## src/rtl/mem_port_arbiter_if.sv

```systemverilog
// Bundle of the two requester ports and the unified-memory pins served by mem_port_arbiter.
// The slave modport is the arbiter's view; master is the requester/memory side.
interface mem_port_arbiter_if #(
    parameter int ADDR_W = 6,
    parameter int DATA_W = 32
);
    logic              req0, req1;
    logic              we0, we1;
    logic [ADDR_W-1:0] addr0, addr1;
    logic [DATA_W-1:0] wdata0, wdata1;
    logic              grant0, grant1;
    logic              done0, done1;
    logic [DATA_W-1:0] rdata0, rdata1;
    logic              busy;
    logic [ADDR_W-1:0] mem_address;
    logic [DATA_W-1:0] mem_writeData;
    logic              mem_memwrite, mem_memread;
    logic [DATA_W-1:0] mem_out32;

    modport slave (
        input  req0, req1, we0, we1, addr0, addr1, wdata0, wdata1, mem_out32,
        output grant0, grant1, done0, done1, rdata0, rdata1, busy,
               mem_address, mem_writeData, mem_memwrite, mem_memread
    );

    modport master (
        output req0, req1, we0, we1, addr0, addr1, wdata0, wdata1, mem_out32,
        input  grant0, grant1, done0, done1, rdata0, rdata1, busy,
               mem_address, mem_writeData, mem_memwrite, mem_memread
    );
endinterface

```

## src/rtl/mem_port_arbiter.sv

```systemverilog
// Round-robin arbiter and access sequencer sharing one word memory between the
// instruction-fetch port (0) and the data load/store port (1).
module mem_port_arbiter #(
    parameter int ADDR_W  = 6,
    parameter int DATA_W  = 32,
    parameter int MEM_LAT = 1
) (
    input  logic clk,
    input  logic reset,
    mem_port_arbiter_if.slave bus
);
    localparam int CNT_W = (MEM_LAT > 1) ? $clog2(MEM_LAT) : 1;

    typedef enum logic [1:0] {IDLE, ACCESS, CAPTURE, DONE} state_t;

    state_t            state, state_next;
    logic [CNT_W-1:0]  cnt;
    logic              last;      // port granted most recently
    logic              cur;       // port owning the access in flight
    logic              lat_we;
    logic [ADDR_W-1:0] lat_addr;
    logic [DATA_W-1:0] lat_wdata;
    logic              strobe_wr, strobe_rd;
    logic              grant0_q, grant1_q, done0_q, done1_q;
    logic [DATA_W-1:0] rdata0_q, rdata1_q;
    logic              any_req, win;

    assign any_req = bus.req0 | bus.req1;

    // NOTE: every variable written in always_comb gets a default first, so no path can infer a latch.
    always_comb begin
        win        = bus.req1;
        state_next = state;
        if (bus.req0 && bus.req1) win = ~last;
        case (state)
            IDLE:    if (any_req) state_next = ACCESS;
            ACCESS:  if (cnt == '0) state_next = CAPTURE;
            CAPTURE: state_next = DONE;
            DONE:    state_next = IDLE;
            default: state_next = IDLE;
        endcase
    end

    // NOTE: sequential state uses non-blocking assignments only, so every register samples pre-edge values.
    always_ff @(posedge clk or posedge reset) begin
        if (reset) begin
            state     <= IDLE;
            cnt       <= '0;
            last      <= 1'b1;
            cur       <= 1'b0;
            lat_we    <= 1'b0;
            lat_addr  <= '0;
            lat_wdata <= '0;
            strobe_wr <= 1'b0;
            strobe_rd <= 1'b0;
            grant0_q  <= 1'b0;
            grant1_q  <= 1'b0;
            done0_q   <= 1'b0;
            done1_q   <= 1'b0;
            rdata0_q  <= '0;
            rdata1_q  <= '0;
        end else begin
            state    <= state_next;
            grant0_q <= 1'b0;
            grant1_q <= 1'b0;
            done0_q  <= 1'b0;
            done1_q  <= 1'b0;
            case (state)
                IDLE: if (any_req) begin
                    cur       <= win;
                    last      <= win;
                    lat_we    <= win ? bus.we1 : bus.we0;
                    lat_addr  <= win ? bus.addr1 : bus.addr0;
                    lat_wdata <= win ? bus.wdata1 : bus.wdata0;
                    strobe_wr <= win ? bus.we1 : bus.we0;
                    strobe_rd <= win ? ~bus.we1 : ~bus.we0;
                    grant0_q  <= ~win;
                    grant1_q  <= win;
                    cnt       <= CNT_W'(MEM_LAT - 1);
                end
                ACCESS: begin
                    // Strobes fall on the same edge that moves us into CAPTURE.
                    if (cnt == '0) begin
                        strobe_wr <= 1'b0;
                        strobe_rd <= 1'b0;
                    end else begin
                        cnt <= cnt - 1'b1;
                    end
                end
                CAPTURE: begin
                    if (!lat_we) begin
                        if (cur) rdata1_q <= bus.mem_out32;
                        else     rdata0_q <= bus.mem_out32;
                    end
                    done0_q <= ~cur;
                    done1_q <= cur;
                end
                default: ;
            endcase
        end
    end

    assign bus.grant0        = grant0_q;
    assign bus.grant1        = grant1_q;
    assign bus.done0         = done0_q;
    assign bus.done1         = done1_q;
    assign bus.rdata0        = rdata0_q;
    assign bus.rdata1        = rdata1_q;
    assign bus.busy          = (state != IDLE);
    assign bus.mem_address   = lat_addr;
    assign bus.mem_writeData = lat_wdata;
    assign bus.mem_memwrite  = strobe_wr;
    assign bus.mem_memread   = strobe_rd;
endmodule
```

## src/flat_wrapper.sv

```systemverilog
// flat-port wrapper written by rule: the top's interface ports become plain ports
module mem_port_arbiter_flat 
#(
    parameter int ADDR_W  = 6,
    parameter int DATA_W  = 32,
    parameter int MEM_LAT = 1
)
  (clk, reset, bus_req0, bus_req1, bus_we0, bus_we1, bus_addr0, bus_addr1, bus_wdata0, bus_wdata1, bus_mem_out32, bus_grant0, bus_grant1, bus_done0, bus_done1, bus_rdata0, bus_rdata1, bus_busy, bus_mem_address, bus_mem_writeData, bus_mem_memwrite, bus_mem_memread);
  mem_port_arbiter_if #(.ADDR_W(ADDR_W), .DATA_W(DATA_W)) bus_i ();
  input  logic clk;
  input  logic reset;
  input wire logic [$bits(bus_i.req0)-1:0] bus_req0;
  input wire logic [$bits(bus_i.req1)-1:0] bus_req1;
  input wire logic [$bits(bus_i.we0)-1:0] bus_we0;
  input wire logic [$bits(bus_i.we1)-1:0] bus_we1;
  input wire logic [$bits(bus_i.addr0)-1:0] bus_addr0;
  input wire logic [$bits(bus_i.addr1)-1:0] bus_addr1;
  input wire logic [$bits(bus_i.wdata0)-1:0] bus_wdata0;
  input wire logic [$bits(bus_i.wdata1)-1:0] bus_wdata1;
  input wire logic [$bits(bus_i.mem_out32)-1:0] bus_mem_out32;
  output wire logic [$bits(bus_i.grant0)-1:0] bus_grant0;
  output wire logic [$bits(bus_i.grant1)-1:0] bus_grant1;
  output wire logic [$bits(bus_i.done0)-1:0] bus_done0;
  output wire logic [$bits(bus_i.done1)-1:0] bus_done1;
  output wire logic [$bits(bus_i.rdata0)-1:0] bus_rdata0;
  output wire logic [$bits(bus_i.rdata1)-1:0] bus_rdata1;
  output wire logic [$bits(bus_i.busy)-1:0] bus_busy;
  output wire logic [$bits(bus_i.mem_address)-1:0] bus_mem_address;
  output wire logic [$bits(bus_i.mem_writeData)-1:0] bus_mem_writeData;
  output wire logic [$bits(bus_i.mem_memwrite)-1:0] bus_mem_memwrite;
  output wire logic [$bits(bus_i.mem_memread)-1:0] bus_mem_memread;
  assign bus_i.req0 = bus_req0;
  assign bus_i.req1 = bus_req1;
  assign bus_i.we0 = bus_we0;
  assign bus_i.we1 = bus_we1;
  assign bus_i.addr0 = bus_addr0;
  assign bus_i.addr1 = bus_addr1;
  assign bus_i.wdata0 = bus_wdata0;
  assign bus_i.wdata1 = bus_wdata1;
  assign bus_i.mem_out32 = bus_mem_out32;
  assign bus_grant0 = bus_i.grant0;
  assign bus_grant1 = bus_i.grant1;
  assign bus_done0 = bus_i.done0;
  assign bus_done1 = bus_i.done1;
  assign bus_rdata0 = bus_i.rdata0;
  assign bus_rdata1 = bus_i.rdata1;
  assign bus_busy = bus_i.busy;
  assign bus_mem_address = bus_i.mem_address;
  assign bus_mem_writeData = bus_i.mem_writeData;
  assign bus_mem_memwrite = bus_i.mem_memwrite;
  assign bus_mem_memread = bus_i.mem_memread;
  mem_port_arbiter #(.ADDR_W(ADDR_W), .DATA_W(DATA_W), .MEM_LAT(MEM_LAT)) u_core (.clk(clk), .reset(reset), .bus(bus_i));
endmodule
```

## config.mk

```make
export PLATFORM = sky130hd
export DESIGN_NAME = mem_port_arbiter_flat
export DESIGN_NICKNAME = d
export VERILOG_FILES = /design/src/rtl/mem_port_arbiter_if.sv /design/src/rtl/mem_port_arbiter.sv /design/src/flat_wrapper.sv
export SDC_FILE = /design/constraint.sdc
export NUM_CORES = 1
export LEC_CHECK = 0
export CORE_MARGIN = 2
export CORE_UTILIZATION = 41
export DETAILED_ROUTE_END_ITERATION = 8
export PLACE_DENSITY = 0.88
export SYNTH_ARGS = -nofsm -noshare
export SYNTH_HDL_FRONTEND = slang
export SYNTH_SLANG_ARGS = --single-unit
```

## constraint.sdc

```tcl
create_clock -name clk -period 4.7 [get_ports clk]
set_input_delay 1.175 -clock clk [delete_from_list [all_inputs] [get_ports clk]]
set_output_delay 1.175 -clock clk [all_outputs]
set_load 0.05 [all_outputs]
```

======== After elaboration in Yosys (flattened, before gate mapping) ========
Cells that the tools add are included.
storage, ports and cells
  register bits after elaboration ......... 114
  bits of input ports ..................... 114
  output and inout bits ................... 109
  logic and storage cells ................. 60
operators by class
  add/subtract/negate cells ............... 1
  equality and inequality tests ........... 5
  mux-type cells .......................... 22
  bitwise operators ....................... 7
  reductions and logical operators ........ 10
operators with widths
  cell                 count
  $mux 32              1
  $mux 1               14
  $reduce_and 3->1     3
  $pmux 2 s4           1
  $mux 6               1
  $not 1->1            6
  $pmux 1 s2           3
  $reduce_and 2->1     3
  $eq 2x2->1 const B   2
  $mux 2               2
  $reduce_bool 2->1    2
  $eq 2x1->1 const B   1
  $logic_not 2->1      1
  $ne 2x1->1 const B   1
  $ne 2x2->1 const B   1
  $logic_and 1x1->1    1
  $or 1x1->1           1
  $sub 1x1->1 const B  1

======== Depth between registers and ports, before layout ========
  depth in word-level cells ............... 5
  mapped depth ............................ 7
  mapped depth without buffers ............ 5

======== Worst setup path after synthesis ========
No wires, ideal clock.
  path type ............................... register -> output
  start ................................... register u_core.state[0]
  end ..................................... output bus_busy
  arrival time ............................ 1170 ps
  data required time ...................... 3525 ps
  path slack .............................. 2355 ps
  cell stages (with the launch flop) ...... 5
  buffers on the path ..................... 1
  cells stage by stage .................... dfrtp_1 > inv_1 > ha_1 > clkbuf_1 > inv_1
on the way
  word-level cells in the longest chain between the ends .. 1
RTL lines
  what                    RTL line                 RTL
  from (decl)             mem_port_arbiter.sv:16   state_t state, state_next;
  from (signal assigned)  mem_port_arbiter.sv:63   state <= state_next;
  $reduce_bool 2->1       mem_port_arbiter.sv:109  assign bus.busy = (state != IDLE);
  to (decl)               flat_wrapper.sv:27       output wire logic [$bits(bus_i.busy)-1:0] bus_busy;
Every way passes these cells.

======== Worst setup path in the final report ========
  start ................................... register u_core.state[1]
  end ..................................... output bus_busy
Same word-level chain as after synthesis.

==> reports/metrics.yaml <==
fp.coreArea_mm2: 0.0109
p_int_uw: 3520
grt_pass1_vias: 3771
fin_worst_skew_ns: 0.00713
holdCritPathClass: "register to register"
dieWidth_um: 110
drt-initial-drc-count: 227
drtPass1Iterations: 5
ys_seq_area_share_pct: 61.6
grt_max_degree: 61
timing.final.crit_share_pct: 68.7
p_switching_uw: 2980
p_total_uw: 6500
synthDominantCellAreaShare_pct: 61.0
tns_ns: 0
post-route-util_pct: 67.8
worstPathMaxFanout: 3
wl_um: 12700
ys_top_cells_by_area: "dfrtp_1, mux2_2, a221o_1"
ys_warn_count: 0
cts_resized: 0
p_per_area_mw_per_mm2: 880
switching_share_pct: 45.8
diodes: 0
path_class: "register to primary output"
via_per_inst: 5.16
start_util_pct: 42.2
syn-num-nets: 429
relSlewSlack_pct: 23.4
io_pins: 223
insertion_delay_ns: 0.50
area_delta_synth_final_pct: 60.8
antenna_found_initial: 0
nets: 651
syn_avg_cell_area_um2: 14.8
htreeDepth: 4
vias: 3528
final_max_slew_viol_count: 0
ant_nets: 0
portBuffers: 222
hold_viol: 0
grt_setup_unrepaired: "no"
yosys.area.top_type: "dfrtp_1"
synthCells: 311
clk_root_buffer_cell: "clkbuf_8"
timing.fmax_mhz: 310
worstPathArrival_ns: 2.05
cts_buffer_depth: 2
combPwrFrac_pct: 56.9
status: "finished, final reports clean"
clock-sinks: 113
dp_hpwl_um: 9030
synth.distinct_cells: 30
power_leakage_uw: 0.00326
die_h_um: 110
cts_made_buffers: 17
worstSetupStartpointType: "register"
postCtsSetupBuffers: 0
grt_pass1_wl_um: 19300
seq_power_share_pct: 26.7
globalplace.congestion: 0.720
drive_gt1_share_pct: 19.5
cts_tree: "built"
rows: 38
setup_viol: 0
cp-end-kind: "primary output"
clkTransAtPathRegs_ns: 0.05
hold_buffers: 0
die-area_mm2: 0.0121
ir_worst_vdd_mv: 0.562
required_ns: 3.52
synthesis.area_mm2: 0.00459
cap_violations: 0
worst_slew_pin_slew_ns: 1.15
overflow: 0
drcViolationCount: 0
wl_per_cell_um: 18.6
synth-seq-cells: 113
fin_crit_ns: 3.23
gr-usage-all-layers_pct: 21.1
p_clk_share_pct: 16.4
logic make-up after synthesis:
logic type / after synthesis / synth area share, %
simple gates: 49 / 6.67
flops: 113 / 61.6
buf+inv: 29 / 3.87
compound gates: 49 / 9.86
fa+ha+maj: 4 / 1.09
mux: 67 / 16.9
metrics by stage:
step	hold slack [ns]	setup WS (ns)	area, um2	cells
after floorplan	0.463	0.539	4590	311
after global placement	0.484	1.66	6890	654
after detailed placement	0.495	1.63	6890	654
after CTS	0.503	1.42	7390	684
after global routing	0.508	1.36	7390	684
final	0.501	1.47	7390	684
cells in the mapped netlist:
cell type,instances
a21bo_2,1
a21boi_2,1
a21o_1,2
a21oi_1,2
a221o_1,37
and2_1,1
and2_4,1
and3_1,37
buf_2,3
buf_4,3
buf_6,7
clkbuf_1,10
clkbuf_2,1
dfrtp_1,112
dfstp_2,1
ha_1,4
inv_1,5
mux2_2,58
mux2_4,7
mux2i_1,2
nand2_1,3
nand2b_2,1
nor2_1,2
nor2b_1,1
nor2b_4,1
nor3_1,1
nor3b_1,1
o21ai_0,4
o21ai_2,1
o31ai_1,1
registers in the layout, summed over array words and instances, names as in the netlist:
signal / count
u_core.bus.rdata1: 32
u_core.cur: 1
u_core.bus.done1: 1
u_core.last: 1
u_core.bus.grant0: 1
u_core.bus.done0: 1
u_core.bus.mem_address: 6
u_core.bus.mem_writeData: 32
u_core.bus.mem_memwrite: 1
u_core.bus.mem_memread: 1
u_core.bus.grant1: 1
u_core.bus.rdata0: 32
u_core.state: 2
u_core.lat_we: 1
critical path: stages (launching register included):
cell and delay, ns:
dfrtp_1 0.37, inv_1 0.09, ha_1 0.20, inv_1 0.09, clkdlybuf4s50_1 0.81
routing by layer:
metal  vias to the layer above  GRT usage, %  wire length, um
li1                       1603             -                -
met1                      1756          25.2             5110
met2                       145          35.5             6530
met3                        24          6.58              864
met4                         0          8.32              220
met5                         -             0                0
cells in the final DEF (no fill, tap or decap), types with 2 or more instances in the layout:
cell and count:
a21o_1 2, a221o_1 37, and3_1 37, buf_4 5
clkbuf_1 4, clkbuf_16 16, clkbuf_8 3, clkdlybuf4s50_1 222
clkinv_2 6, dfrtp_1 112, ha_1 4, inv_1 4
mux2_2 58, mux2_4 7, mux2i_1 2, nand2_1 3
nor2_1 2, nor2b_4 2, o21ai_0 4
path summary, 6_finish.rpt:
path / slack, ns / startpoint / to / cells after the start
max: 1.47 / u_core.state[1]$_DFFE_PP0P_ / bus_busy / 4
max in group asynchronous: 2.62 / reset / u_core.bus.mem_writeData[1]$_DFFE_PP0P_ / 3
min: 0.50 / u_core.cur$_DFFE_PP0P_ / u_core.bus.done0$_DFF_PP0_ / 1
max reg2reg: 2.45 / u_core.state[0]$_DFFE_PP0P_ / u_core.bus.rdata0[5]$_DFFE_PP0P_ / 5
min in group asynchronous: 1.18 / reset / u_core.bus.rdata1[17]$_DFFE_PP0P_ / 2
min reg2reg: 0.50 / u_core.cur$_DFFE_PP0P_ / u_core.bus.done0$_DFF_PP0_ / 1
layout make-up:
cell class | instances | area, um2
sequential | 113 | 2830
tap | 140 | 175
clock inverter | 7 | 37.5
fill | 812 | 3500
inverter | 5 | 21.3
multi-input combinational | 169 | 1610
timing repair buffer | 227 | 2260
clock buffer | 23 | 457
power groups by stage:
| stage | combinational [uW] | sequential [uW] | clock, uW |
|---|---|---|---|
| after CTS | 3730 | 1740 | 1090 |
| after floorplan | 908 | 3300 | 0 |
| after global routing | 3860 | 1790 | 1140 |
| after global placement | 3650 | 1720 | 0 |
| final | 3700 | 1740 | 1070 |
| after detailed placement | 3720 | 1740 | 0 |
Power figures use the tool's default switching activity.
==> RTL edit, RTL diff (config.mk and constraints unchanged) <==
`ADDR_W` is set to 6 in 3 places; all go to 7.
--- a/src/rtl/mem_port_arbiter_if.sv
+++ b/src/rtl/mem_port_arbiter_if.sv
@@ -1,7 +1,7 @@
 // Bundle of the two requester ports and the unified-memory pins served by mem_port_arbiter.
 // The slave modport is the arbiter's view; master is the requester/memory side.
 interface mem_port_arbiter_if #(
-    parameter int ADDR_W = 6,
+    parameter int ADDR_W = 7,
     parameter int DATA_W = 32
 );
     logic              req0, req1;
--- a/src/rtl/mem_port_arbiter.sv
+++ b/src/rtl/mem_port_arbiter.sv
@@ -1,7 +1,7 @@
 // Round-robin arbiter and access sequencer sharing one word memory between the
 // instruction-fetch port (0) and the data load/store port (1).
 module mem_port_arbiter #(
-    parameter int ADDR_W  = 6,
+    parameter int ADDR_W  = 7,
     parameter int DATA_W  = 32,
     parameter int MEM_LAT = 1
 ) (
--- a/src/flat_wrapper.sv
+++ b/src/flat_wrapper.sv
@@ -1,7 +1,7 @@
 // flat-port wrapper written by rule: the top's interface ports become plain ports
 module mem_port_arbiter_flat 
 #(
-    parameter int ADDR_W  = 6,
+    parameter int ADDR_W  = 7,
     parameter int DATA_W  = 32,
     parameter int MEM_LAT = 1
 )
Ports: changed (resized bus_addr0, bus_addr1 and bus_mem_address); port bits go from 223 to 226. No check against the original RTL was run, so the function may have changed too.
==> RTL edit against the unedited design <==
Worst setup slack better by 0.11 ns. Synthesized area rose by 5.1%. Wire length up 1.9%. Core utilization is 0.38 points lower. Power grew 6.3%. Final area rose by 4.7%. Synthesized cell count grew 1.3%. Sequential cell count increased by 1.
==> RTL edit: results <==
[cells_and_area]
clkbuf_count = 28
seq_share_pct = 36.9
multi_input_area_share_pct = 23.4
drive_above_1_share_pct = 18.3
fin_area_mm2 = 0.00773
buffers = 231
final-nonclk-buf-share_pct = 29.7
final-instance-count-excl-fill = 696
diodes = 0
comb.multi_input.count = 171

[global_routing]
grt_max_degree = 64
use_met3_pct = 5.99
grt_pass1_wl_mm = 20.9
met1_usage_pct = 27.0
grt_pass1_vias = 3859
grtUsageTotal_pct = 21.3

[drt]
dr.pass1.iters = 4
wl_met3_um = 691
met1_length_mm = 5.39
detail_route.iter0.violations = 246
viasPerCell = 5.14
met2WireLength_mm = 6.69
post_drt_wl_per_cell_um = 18.6

[sta]
period_minus_slack_ns = 3.12
clock_skew_ns = 0.00731
fin_hold_ws_ns = 0.469

[clock_tree]
cts_root_buffer = clkbuf_16
worstSkewPairLatency_ns = 0.40

[power]
internal_power_mw = 3.86
power.leakage_nw = 3.56
irDropWorstVdd_mv = 0.641

[placement]
pre_cts_slack_ns = 1.62
dp.cells = 664
dp_hpwl_mm = 9.22
place_area_mm2 = 0.00716
gp_congestion = 0.757

[synth]
synth_fp_nets = 435
synth_area_leaders = dfrtp_1, mux2_4, a221o_1, and3_1, buf_6
ys_top_cells_by_count = dfrtp_1, mux2_4, a221o_1, and3_1, clkbuf_1
syn_avg_cell_area_um2 = 15.3
synthDistinctLibCells = 29

[setup_path]
startpoint = u_core.state[0]
r2r_end = u_core.bus.rdata0[30]
r2r_setup_slack_ns = 2.38
cp.arrival_ns = 1.95
slowest_stage = clkdlybuf4s50_1

[outcome]
outcome = finished clean
-- RTL edit: cell types whose count changed in the layout (fill, tap and decap cells not counted), moves of 2 or more --
| cell | change |
|---|---|
| mux2_4 | +53 |
| mux2_1 | +5 |
| nor2b_4 | -2 |
| clkdlybuf4s50_1 | +3 |
| mux2_2 | -58 |
| o21ai_1 | +3 |
| clkinv_2 | -3 |
| o21ai_0 | -3 |
| clkbuf_8 | +3 |
-- RTL edit: kinds of logic after synthesis --
group	count (synthesis)	share of synthesized area, %
compound gates	50	9.69
fa+ha+maj	4	1.04
buf+inv	30	3.70
flops	114	59.1
mux	67	20.2
simple gates	50	6.24
-- RTL edit: power by group through the flow --
stage               Clock, mW  Sequential [mW]  Combinational (mW)
floorplan                   0             3.34                1.10
global placement            0             1.74                3.88
detailed placement          0             1.77                3.96
CTS                      1.24             1.77                3.96
global route             1.29             1.83                4.09
finish                   1.21             1.77                3.93
